### config.mk
export PLATFORM = sky130hd
export DESIGN_NAME = voice_mixer_i2s
export DESIGN_NICKNAME = d
export VERILOG_FILES = /design/src/rtl/voice_mixer_i2s.sv
export SDC_FILE = /design/constraint.sdc
export NUM_CORES = 1
export LEC_CHECK = 0
export BUFFER_PORTS_ARGS = -buffer_cell sky130_fd_sc_hd__buf_2
export CORE_MARGIN = 2
export CORE_UTILIZATION = 56
export DETAILED_ROUTE_END_ITERATION = 16
export GPL_TIMING_DRIVEN = 0
export HOLD_SLACK_MARGIN = 0.02
export MAX_ROUTING_LAYER = met4
export PLACE_DENSITY = 0.84
export SLEW_MARGIN = 20
export SYNTH_ARGS = -nofsm -noshare
export SYNTH_HDL_FRONTEND = slang
export SYNTH_SLANG_ARGS = --single-unit
### constraint.sdc
create_clock -name clk -period 5.5 [get_ports clk]
set_input_delay 0.55 -clock clk [delete_from_list [all_inputs] [get_ports clk]]
set_output_delay 0.55 -clock clk [all_outputs]
set_load 0.01 [all_outputs]
### src/rtl/voice_mixer_i2s.sv
// Mono voice mixer: sums up to 16 signed notebank voices once per frame and serialises the word on I2S.
// Define MIXER_SAT_EN for saturating results with a clip pulse; otherwise the mix wraps and clip is 0.
module voice_mixer_i2s #(
   parameter int NUM_VOICES = 4,
   parameter int BCLK_HALF  = 16
) (
   input  logic                      clk,
   input  logic                      rst_b,
   input  logic [16*NUM_VOICES-1:0]  voice_audio,
   input  logic [NUM_VOICES-1:0]     voice_done,
   output logic                      sample_req,
   output logic                      bclk,
   output logic                      lrclk,
   output logic                      sdata,
   output logic                      clip
);

   localparam int ACC_W = 20;
   localparam int DIV_W = (BCLK_HALF > 1) ? $clog2(BCLK_HALF) : 1;
   localparam int IDX_W = (NUM_VOICES > 1) ? $clog2(NUM_VOICES) : 1;

   typedef enum logic [1:0] {S_IDLE, S_ACCUM, S_SAT} state_t;

   logic [DIV_W-1:0]        r_div;
   logic                    r_bclk;
   logic [4:0]              r_bitcnt;
   logic                    r_sdata;
   logic [15:0]             r_out_word;
   logic [15:0]             r_mix_reg;
   logic                    r_sample_req;
   state_t                  r_state;
   logic signed [ACC_W-1:0] r_acc;
   logic [IDX_W-1:0]        r_idx;

   state_t                  w_state_nxt;
   logic signed [ACC_W-1:0] w_acc_nxt;
   logic [IDX_W-1:0]        w_idx_nxt;
   logic                    w_mix_load;
   logic                    w_wrap;
   logic                    w_fall;
   logic                    w_frame_start;
   logic                    w_load_word;
   logic [4:0]              w_bitcnt_nxt;
   logic [3:0]              w_bit_sel;
   logic [15:0]             w_word_nxt;
   logic signed [15:0]      w_voice [NUM_VOICES];
   logic signed [ACC_W-1:0] w_addend;
   logic [15:0]             w_result;
   logic                    w_clip_now;

   for (genvar g = 0; g < NUM_VOICES; g++) begin : g_voice
      assign w_voice[g] = voice_audio[16*g +: 16];
   end

   // Falling bclk events drive every I2S state change; the MSB trails the lrclk edge by one bit.
   assign w_wrap        = (r_div == DIV_W'(BCLK_HALF - 1));
   assign w_fall        = w_wrap & r_bclk;
   assign w_frame_start = w_fall & (r_bitcnt == 5'd31);
   assign w_load_word   = w_fall & (r_bitcnt == 5'd0);
   assign w_bitcnt_nxt  = r_bitcnt + 5'd1;
   assign w_bit_sel     = 4'd0 - w_bitcnt_nxt[3:0];
   assign w_word_nxt    = w_load_word ? r_mix_reg : r_out_word;

   always_ff @(posedge clk or negedge rst_b) begin
      if (!rst_b) begin
         r_div      <= '0;
         r_bclk     <= 1'b0;
         r_bitcnt   <= 5'd31;
         r_sdata    <= 1'b0;
         r_out_word <= '0;
      end else begin
         if (w_wrap) begin
            r_div  <= '0;
            r_bclk <= ~r_bclk;
         end else begin
            r_div  <= r_div + 1'b1;
         end
         if (w_fall) begin
            r_bitcnt   <= w_bitcnt_nxt;
            r_sdata    <= w_word_nxt[w_bit_sel];
            r_out_word <= w_word_nxt;
         end
      end
   end

   assign w_addend = voice_done[r_idx] ? '0
                   : {{(ACC_W-16){w_voice[r_idx][15]}}, w_voice[r_idx]};

   always_comb begin
      // NOTE: every signal gets a default before the case so no path can infer a latch.
      w_state_nxt = r_state;
      w_acc_nxt   = r_acc;
      w_idx_nxt   = r_idx;
      w_mix_load  = 1'b0;
      case (r_state)
         S_IDLE: begin
            if (w_frame_start) begin
               w_acc_nxt   = '0;
               w_idx_nxt   = '0;
               w_state_nxt = S_ACCUM;
            end
         end
         S_ACCUM: begin
            w_acc_nxt = r_acc + w_addend;
            w_idx_nxt = r_idx + 1'b1;
            if (r_idx == IDX_W'(NUM_VOICES - 1)) w_state_nxt = S_SAT;
         end
         S_SAT: begin
            w_mix_load  = 1'b1;
            w_state_nxt = S_IDLE;
         end
         default: w_state_nxt = S_IDLE;
      endcase
   end

`ifdef MIXER_SAT_EN
   localparam logic signed [ACC_W-1:0] SAT_MAX = 20'sd32767;
   localparam logic signed [ACC_W-1:0] SAT_MIN = -20'sd32768;
   logic w_hi;
   logic w_lo;
   logic r_clip;

   assign w_hi       = (r_acc > SAT_MAX);
   assign w_lo       = (r_acc < SAT_MIN);
   assign w_clip_now = w_hi | w_lo;
   assign w_result   = w_hi ? 16'h7FFF : (w_lo ? 16'h8000 : r_acc[15:0]);

   always_ff @(posedge clk or negedge rst_b) begin
      if (!rst_b) r_clip <= 1'b0;
      else        r_clip <= w_mix_load & w_clip_now;
   end
   assign clip = r_clip;
`else
   logic w_unused_acc_hi;

   assign w_clip_now      = 1'b0;
   assign w_result        = r_acc[15:0];
   assign w_unused_acc_hi = ^{r_acc[ACC_W-1:16], w_clip_now};
   assign clip            = 1'b0;
`endif

   always_ff @(posedge clk or negedge rst_b) begin
      if (!rst_b) begin
         r_state      <= S_IDLE;
         r_acc        <= '0;
         r_idx        <= '0;
         r_mix_reg    <= '0;
         r_sample_req <= 1'b0;
      end else begin
         r_state      <= w_state_nxt;
         r_acc        <= w_acc_nxt;
         r_idx        <= w_idx_nxt;
         r_sample_req <= w_mix_load;
         if (w_mix_load) r_mix_reg <= w_result;
      end
   end

   assign sample_req = r_sample_req;
   assign bclk       = r_bclk;
   assign lrclk      = r_bitcnt[4];
   assign sdata      = r_sdata;

endmodule

* Word level (Yosys, flattened, before mapping)
Cells that the tools add are included.
Storage, ports and cells: flip-flop bits (word level) 68, input port bits 70, output and inout port bits 5, logic and storage cells 53
Cells by class: $add $sub $neg 5, $lt $le $gt $ge 3, equal/unequal tests 7, multiplexer cells 18, bitwise gates (word level) 5, reductions and logical operators 5
Operators by type and width (count):
- two-way mux 16 bit | 3
- two-way mux 20 bit | 2
- one-hot mux 20 bit (2 select lines) | 1
- binary-select mux 16 bit (select 2 bit) | 1
- adder 20 bit | 1
- one-hot mux 2 bit (2 select lines) | 2
- two-way mux 2 bit | 3
- adder 5 x 1 -> 5 bit (second input constant) | 1
- equality test 5 bit (second input constant) | 1
- logical NOT 5 bit | 1
- < comparator 4 x 5 -> 1 bit (second input constant) | 1
- adder 4 x 1 -> 4 bit (second input constant) | 1
- binary-select mux 1 bit (select 4 bit) | 1
- equality test 2 bit (second input constant) | 2
- equality test 4 bit (second input constant) | 1
- two-way mux 4 bit | 1
- != test 2 bit (second input constant) | 2
- AND reduction 2 bit | 2
- subtractor 1 x 4 -> 4 bit (first input constant) | 1
- AND 1 bit | 3
- greater-or-equal comparator 3 bit (second input constant) | 1
- < comparator 2 x 3 -> 1 bit (second input constant) | 1
- two-way mux 1 bit | 3
- inverter 2 -> 3 bit | 1
- other kinds (6) | 6

* Depth between registers and ports, before layout
Gate-level depths: netlist (run 1).
word-level depth 7, gate-level depth with buffers 13, depth with buffers taken out 11

* Least setup slack after synthesis (run 1)
Ideal clock, no wire load.
path kind register -> register, from register r_idx[0], to register r_acc[14], library setup time 0.122 ns, arrival time 4.010 ns, data required time 5.378 ns, slack 1.368 ns, stages on the path, launching flop included 14, buffers on the path 2, period minus slack after synthesis 4.132 ns, path through dfrtp_1 buf_2 buf_1 mux4_2 nor2b_1 ha_1 fa_1 a21o_1 a21oi_1 o21ai_0 a31o_2 o311a_1 or3_1 a32o_1
On the way: longest elaborated chain between the ends 7, elaborated cells on any way between the ends 9, classes of those cells add/sub: 1; mux: 7; bitwise: 1
Ends and longest elaborated chain:
- from (decl) | RTL line 33 | logic [IDX_W-1:0] r_idx;
- from (signal assigned) | RTL line 152 | r_idx <= w_idx_nxt;
- inverter 2 -> 3 bit (not written as such) | RTL line 87 | : {{(ACC_W-16){w_voice[r_idx][15]}}, w_voice[r_idx]};
- binary-select mux 16 bit (select 2 bit) | RTL line 87
- two-way mux 16 bit (not written as such) (2 in a row) | RTL line 87
- two-way mux 20 bit * | RTL line 86 | assign w_addend = voice_done[r_idx] ? '0
- adder 20 bit * | RTL line 104 | w_acc_nxt = r_acc + w_addend;
- one-hot mux 20 bit (2 select lines) * | RTL line 95 | case (r_state)
- to (signal assigned) | RTL line 151 | r_acc <= w_acc_nxt;
- to (decl) | RTL line 32 | logic signed [ACC_W-1:0] r_acc;
Every way passes the cells marked *; elsewhere a longest branch is shown, timed or not. The select of a mux whose other input is x is not followed. A chain may end at the register's enable or synchronous reset.

* Worst setup path in the final report (run 1)
Same ends and word-level chain as after synthesis.

==> summary.md, run 1 <==
| Metric | Value |
|---|---|
| Mean Syn Cell Area | between 10 and 15 um2 |
| Top-Level Pins | 75 |
| Critical Path End Type | register |
| Min Tclk post-route | 4550 ps |
| Cell Area, Synth | ~3900 um2 |
| Post-CTS Setup Bufs | 0 |
| Initial antenna violation count | 0 |
| Vias in the first global route | between 2k and 3k |
| Drt via density | about 6 |
| First-pass GRT wire length | between 10,000 and 15,000 um |
| Hpwl dp | 6290 um |
| Full die area | 7580 um2 |
| ANT cells | 0 |
| Clock latency on the worst-skew pair | 340 ps |
| Asr flop ratio synth | 1.00 |
| Post-synth EDFFs | 0 |
| Slew @ Worst Pin | just under 800 ps |
| Fmax | 220 MHz |
| Sequential power share | 0.462 |
| Crit path DAT | approximately 4800 ps |
| Setup Skew | approximately 7.9 ps |
| Slew headroom | 0.477 |
| Max-slew violations | 0 |
| Area share of the largest cell type after synthesis | 0.382 |
| Clk root buf | clkbuf_8 |
| Critical Path End | r_acc[14]$_DFFE_PN0P_ |
| CTS tree | done |
| Clk buf depth | 2 |
| Grt ovf | 0 |
| Post-CTS sizing | 0 |
| Crit path max fanout | 10 |
| Synthesis-to-finish area growth | 17.8% |
| Total track usage | 0.241 |
| R2R Path Start | r_idx[0]$_DFFE_PN0P_ |
| Final hold vios | 0 |
| Final instance area | 4550 um2 |
| Hold crit path type | primary input to asynchronous set/reset pin |
| Netlist cell types | 53 |
| Top post-synthesis cells by area | dfrtp_1, mux4_2, mux2_2 |
| Yosys top cell by area | dfrtp_1 |
| Max_cap viols | 0 |
| Via count | 2,954 |
| Critical path launch point | r_idx[0]$_DFFE_PN0P_ |
| Chip Height | 87.1 um |
| Fin nets | 503 |
| Final GP Congestion | just over 0.8 |
| Pleak | roughly 2.2 nW |
| Sw power | 223 uW |
| RSZ-0062 raised after global routing | false |
| Most common cell in the netlist | dfrtp_1 |
| First drt pass iteration count | 6 |
| # DRC | 0 |
| FF+latch count, synth | 64 |
| Setup_tns | 0 ps |
| Synth Net Count | ~420 |
| ANT nets after route | 0 |
| Status | complete, no violations |
| YS warnings | 0 |
| Final setup violation count | 0 |
| Hold_buf cts | 0 |
| Clock power frac | 0.435 |
| Die Wd | between 80 and 90 um |
| Worst EP required | 5720 ps |
| Switching power share of the total | 0.217 |
| RR Endpoint | r_acc[14]$_DFFE_PN0P_ |
| Worst r2r path cells | 13 |
| Number of I/O port buffers | 73 |
| Maximum vdd drop | about 0.12 mV |
| Rows | 30 |
| Core area | around 6700 um2 |
| Startpoint Class | register |
| Post-Synthesis Cells | between 300 and 400 |
| Dpl cell area | 4330 um2 |
| Clk sinks | 64 |
| Avg WL per Cell | 15.9 um |
| Final Cycle Share | 0.827 |
| CTS Buf Count | 9 |
| Worst Setup Path Type | register to register |
| Comb power frac | 0.103 |
| Largest net degree at the start of global routing | between 60 and 70 |
| Initial Utilization | 0.575 |
| Number of DRC markers in iteration 0 | around 120 |
| Total Wirelength | between 7000 and 8000 um |
| PD cells | around 230 nW/um2 |
| CTS clock-pin slew for the worst setup and hold paths | 70 ps |
| P_int | around 800 uW |
| Synth Flop Type | dfrtp_1 |
| Leading cell types by count after synthesis | dfrtp_1, mux2_2, o21ai_0 |
| Reg-to-reg slack, setup | approximately 950 ps |
| CTS HTree Levels | 3 |
| Layout cells sized above 1 | 0.375 |
| Sequential share of the synthesized area | 0.416 |
## logic make-up (layout without fill, tap and decap cells)
group | Yosys count | in the layout | synth area share
multiplexers | 58 | 58 | 0.226
AND/OR/NAND/NOR | 71 | 71 | 0.103
flip-flops | 64 | 64 | 0.416
XOR/XNOR | 15 | 15 | 0.0340
AO/OA/AOI/OAI | 72 | 72 | 0.121
other | 1 | 1 | 0.000971
adder cells (fa/ha/maj) | 21 | 21 | 0.0699
buffers and inverters | 26 | 114 | 0.0291
## area by class of cell
| class | instances | area [um2] |
|---|---|---|
| fill | 505 | 2170 |
| sequential | 64 | 1610 |
| inverter | 10 | 37.5 |
| multi-input combinational | 238 | 2140 |
| buffer | 16 | 75.1 |
| clock inverter | 3 | 65.1 |
| clock buffer | 12 | 155 |
| tap | 80 | 100 |
| timing repair buffer | 73 | 368 |
## power groups by stage
stage	clock, mW	combinational [mW]	sequential [mW]
floorplan	0	0.0607	0.481
global placement	0	0.0997	0.482
detailed placement	0	0.106	0.482
CTS	0.456	0.106	0.473
global route	0.481	0.118	0.473
finish	0.446	0.106	0.473
## stage by stage
step | util | hold slack (ps) | worst slack [ps] | power, mW | std cells
floorplan | - | 254 | 1370 | 0.542 | 328
global placement | 0.644 | 468 | 1010 | 0.582 | 481
detailed placement | 0.645 | 478 | 948 | 0.588 | 481
CTS | 0.677 | 306 | 916 | 1.04 | 496
global route | 0.677 | 350 | 625 | 1.07 | 496
finish | 0.677 | 285 | 953 | 1.03 | 496
## layer usage
layer	GRT usage	wire length [um]	vias up
met5	-	0	-
met4	0.102	148	0
met3	0.0569	426	20
met2	0.397	4010	109
met1	0.283	3290	1434
li1	-	-	1391
## cells in the final DEF, fill, tap and decap left out, types with 4 or more instances in the layout
cell type and instances:
nor3_1 4, nor2_1 7, ha_1 20, xnor2_1 11, xor2_1 4, a21o_1 7, nand2_1 20, dfrtp_1 59
inv_1 9, nor2b_1 18, dfstp_2 5, a21oi_1 11, o21ai_0 26, buf_2 75, nand3_1 4, clkbuf_8 11
mux2i_1 4, a22o_1 4, mux2_2 34, clkbuf_1 10, mux4_2 20
## how the worst min path moves through the flow
stage,startpoint,endpoint,slack (ps),cells after the start
2_1_floorplan,rst_b,bclk$_DFFE_PN0N_,250,0
3_3_place_gp,r_div[0]$_DFF_PN0_,r_div[0]$_DFF_PN0_,470,1
3_5_place_dp,bclk$_DFFE_PN0N_,bclk$_DFFE_PN0N_,480,1
4_1_cts,rst_b,bclk$_DFFE_PN0N_,310,1
5_1_grt,rst_b,r_div[0]$_DFF_PN0_,350,1
6_report,rst_b,r_div[0]$_DFF_PN0_,290,1
## critical path: stages (launching register included)
cell     delay [ps]
dfrtp_1         360
buf_2           300
buf_1           560
mux4_2          590
nor2b_1         160
ha_1            240
fa_1            410
a21o_1          170
a21oi_1         250
o21ai_0         150
a31o_2          300
o311a_1         360
or3_1           330
a32o_1          250
(Power assumes the default switching activity.)
==> run 2, diff against run 1 <==
--- a/config.mk
+++ b/config.mk
@@ -5,6 +5,7 @@
 export SDC_FILE = /design/constraint.sdc
 export NUM_CORES = 1
 export LEC_CHECK = 0
+export ABC_AREA = 1
 export BUFFER_PORTS_ARGS = -buffer_cell sky130_fd_sc_hd__buf_2
 export CORE_MARGIN = 2
 export CORE_UTILIZATION = 56
@@ -12,7 +13,7 @@
 export GPL_TIMING_DRIVEN = 0
 export HOLD_SLACK_MARGIN = 0.02
 export MAX_ROUTING_LAYER = met4
-export PLACE_DENSITY = 0.84
+export PLACE_DENSITY = 0.83
 export SLEW_MARGIN = 20
 export SYNTH_ARGS = -nofsm -noshare
 export SYNTH_HDL_FRONTEND = slang
==> constraint.sdc (replaced) <==
create_clock -name clk -period 4.4 [get_ports clk]
set_input_delay 0.44 -clock clk [delete_from_list [all_inputs] [get_ports clk]]
set_output_delay 0.44 -clock clk [all_outputs]
set_load 0.01 [all_outputs]
==> run 2 against run 1 <==
  * Setup slack gained 270 ps
  * Clock skew is essentially flat
  * Maximum frequency grew 43%
  * First-iteration DRC count increased by 85%
  * Critical path type unchanged
  * Critical path depth grew 5
  * Register-to-register slack improved by 270 ps
  * Critical endpoint is now r_acc[12]$_DFFE_PN0P_
  * Sequential cell count did not move
  * Wire length up 29%
  * Die area up 6.1%
==> summary.md, run 2 <==
| Metric | Value |
|---|---|
| Post-layout util | 0.668 |
| Switching power share of the total | 0.249 |
| Fillcell total | around 620 |
| Total power | ~1.2 mW |
| Post-Synthesis Cells | 564 |
| Vias in the first global route | about 3.9k |
| Setup_tns | 0 ps |
| Largest net degree at the start of global routing | between 60 and 70 |
| Post-CTS Setup Bufs | 0 |
| Netlist cell types | between 40 and 50 |
| Initial Utilization | 0.573 |
| # DRC | 0 |
| Commonest non-fill, non-tap cell in the layout | nand2_1 |
| Worst setup margin | 1220 ps |
| Layout cells sized above 1 | 0.170 |
| Crit path DAT | approximately 3400 ps |
| Avg WL per Cell | about 14 um |
| Critical path launch point | r_idx[0]$_DFFE_PN0P_ |
| Fmax | around 310 MHz |
| Sw power | 300 uW |
| Comb power frac | 0.107 |
| Worst r2r path cells | 18 |
| Pleak | roughly 2.6 nW |
| Post-place setup slack | 1290 ps |
| Cell Area, Synth | roughly 4000 um2 |
| Most common cell in the netlist | nand2_1 |
| Synthesis-to-finish area growth | 16.5% |
| Synth Flop Type | dfrtp_1 |
| Yosys top cell by area | dfrtp_1 |
| Die Wd | 89.7 um |
| Status | complete, no violations |
| Top post-synthesis cells by area | dfrtp_1, nand2_1, o21ai_0 |
| Sequential power share | 0.490 |
| Min Tclk post-route | ~3200 ps |
| Area share of the largest cell type after synthesis | 0.359 |
| First-pass GRT wire length | ~17,000 um |
| Leading cell types by count after synthesis | nand2_1, inv_1, o21ai_0 |
| Total track usage | 0.279 |
| R2R Path Start | r_idx[0]$_DFFE_PN0P_ |
| CTS clock-pin slew for the worst setup and hold paths | around 70 ps |
| Chip Height | about 90 um |
| Hpwl dp | just under 8000 um |
| ANT nets after route | 0 |
| Initial antenna violation count | 0 |
| Post-synth EDFFs | 0 |
| Hold crit path type | primary input to asynchronous set/reset pin |
| Grt ovf | 0 |
| Critical Path End | r_acc[12]$_DFFE_PN0P_ |
| Number of I/O port buffers | 73 |
| Max_cap viols | 0 |
| Worst EP required | approximately 4600 ps |
| Asr flop ratio synth | 1.00 |
| Final Cycle Share | 0.723 |
| CTS HTree Levels | 3 |
| Final GP Congestion | about 0.95 |
| Reg-to-reg slack, setup | approximately 1200 ps |
| Sequential share of the synthesized area | 0.391 |
| Top-Level Pins | 75 |
| Setup Skew | 7.59 ps |
| Post-CTS sizing | 0 |
| Clk root buf | clkbuf_8 |
| Mean Syn Cell Area | roughly 7.3 um2 |
| Maximum vdd drop | 0.273 mV |
| CTS Buf Count | 9 |
| Final setup violation count | 0 |
| RR Endpoint | r_acc[12]$_DFFE_PN0P_ |
| RSZ-0062 raised after global routing | false |
| Clock latency on the worst-skew pair | around 330 ps |
| ANT cells | 0 |
| Crit path max fanout | 10 |
| WHS | roughly 180 ps |
| Total Wirelength | approximately 10,000 um |
| Clk buf depth | 2 |
| Slew headroom | 0.480 |
| First drt pass iteration count | 5 |
| YS warnings | 0 |
| Clk sinks | 64 |
| PD cells | approximately 250 nW/um2 |
| P_int | roughly 900 uW |
| Slew @ Worst Pin | slightly below 800 ps |
| Synth Net Count | between 600 and 700 |
| Rows | 31 |
| Via count | around 4.1k |
| Clock power frac | 0.403 |
| Drt via density | about 5.5 |
| Commonest cells after routing, fill and taps aside | nand2_1, buf_2, inv_1 |
| Critical Path End Type | register |
| CTS tree | done |
| Number of DRC markers in iteration 0 | between 200 and 250 |
| Startpoint Class | register |
| Core area | roughly 7200 um2 |
| Worst Setup Path Type | register to register |
| Max-slew violations | 0 |
| Fin nets | roughly 740 |
| Final hold vios | 0 |
| Hold_buf cts | 0 |
| FF+latch count, synth | 64 |
| Full die area | 8040 um2 |
## run 2: cell types whose count changed in the layout (fill, tap and decap cells not counted), moves of 17 or more
cell     before  now
nor2b_1      18    0
inv_1         9   71
nand2_1      20  136
mux2_2       34    0
o22ai_1       0   17
nand3_1       4   43
mux4_2       20    0
nor2_1        7   56
o21ai_0      26   66
## run 2: worst min-delay path by stage
| stage | from | endpoint | depth (start not counted) |
|---|---|---|---|
| 6_report | rst_b | r_out_word[15]$_DFFE_PN0P_ | 1 |
| 5_1_grt | rst_b | sdata$_DFFE_PN0P_ | 1 |
| 4_1_cts | rst_b | sdata$_DFFE_PN0P_ | 1 |
| 3_5_place_dp | r_out_word[11]$_DFFE_PN0P_ | r_out_word[11]$_DFFE_PN0P_ | 2 |
| 3_3_place_gp | r_out_word[11]$_DFFE_PN0P_ | r_out_word[11]$_DFFE_PN0P_ | 2 |
| 2_1_floorplan | rst_b | bclk$_DFFE_PN0N_ | 0 |
## run 2: cell families after synthesis
group | Yosys count | synth area share
XOR/XNOR | 10 | 0.0213
adder cells (fa/ha/maj) | 21 | 0.0657
AND/OR/NAND/NOR | 252 | 0.261
flip-flops | 64 | 0.391
buffers and inverters | 95 | 0.0949
AO/OA/AOI/OAI | 121 | 0.165
other | 1 | 0.000912
## run 2: routing by layer
metal / vias to the layer above / GRT usage / wire, um
li1: 2004 / - / -
met1: 1931 / 0.324 / 4310
met2: 151 / 0.481 / 5150
met3: 21 / 0.0448 / 466
met4: 0 / 0.111 / 252
met5: - / - / 0
## run 2: worst max-delay path, stage by stage (launching register included)
cell	delay (ps)
dfrtp_1	390
buf_4	170
inv_1	160
buf_1	390
nor2_1	90
o22ai_1	170
nand2_1	100
inv_1	70
ha_1	170
fa_1	250
inv_1	50
o21ai_0	460
nand2_1	140
nand2_1	130
nand2_1	80
nand2_1	60
nand2_1	50
nand3_1	70
nand2_1	60
## run 2: power groups by stage
stage / clock [mW] / combinational (mW) / sequential (mW)
floorplan: 0 / 0.0700 / 0.600
global placement: 0 / 0.124 / 0.599
detailed placement: 0 / 0.128 / 0.599
CTS: 0.496 / 0.129 / 0.588
global route: 0.528 / 0.148 / 0.588
finish: 0.484 / 0.129 / 0.588
## run 2: layout make-up
| type | count | area [um2] | area share |
|---|---|---|---|
| timing repair buffer | 73 | 368 | 0.0768 |
| inverter | 73 | 274 | 0.0572 |
| buffer | 22 | 116 | 0.0243 |
| multi-input combinational | 405 | 2110 | 0.441 |
| clock buffer | 10 | 128 | 0.0266 |
| clock inverter | 6 | 60.1 | 0.0125 |
| tap | 99 | 124 | 0.0259 |
| sequential | 64 | 1610 | 0.336 |
## run 2: through the flow
step / instances / area, um2
2_1_floorplan: 564 / 4110
3_3_place_gp: 736 / 4600
3_5_place_dp: 736 / 4600
4_1_cts: 752 / 4790
5_1_grt: 752 / 4790
6_report: 752 / 4790
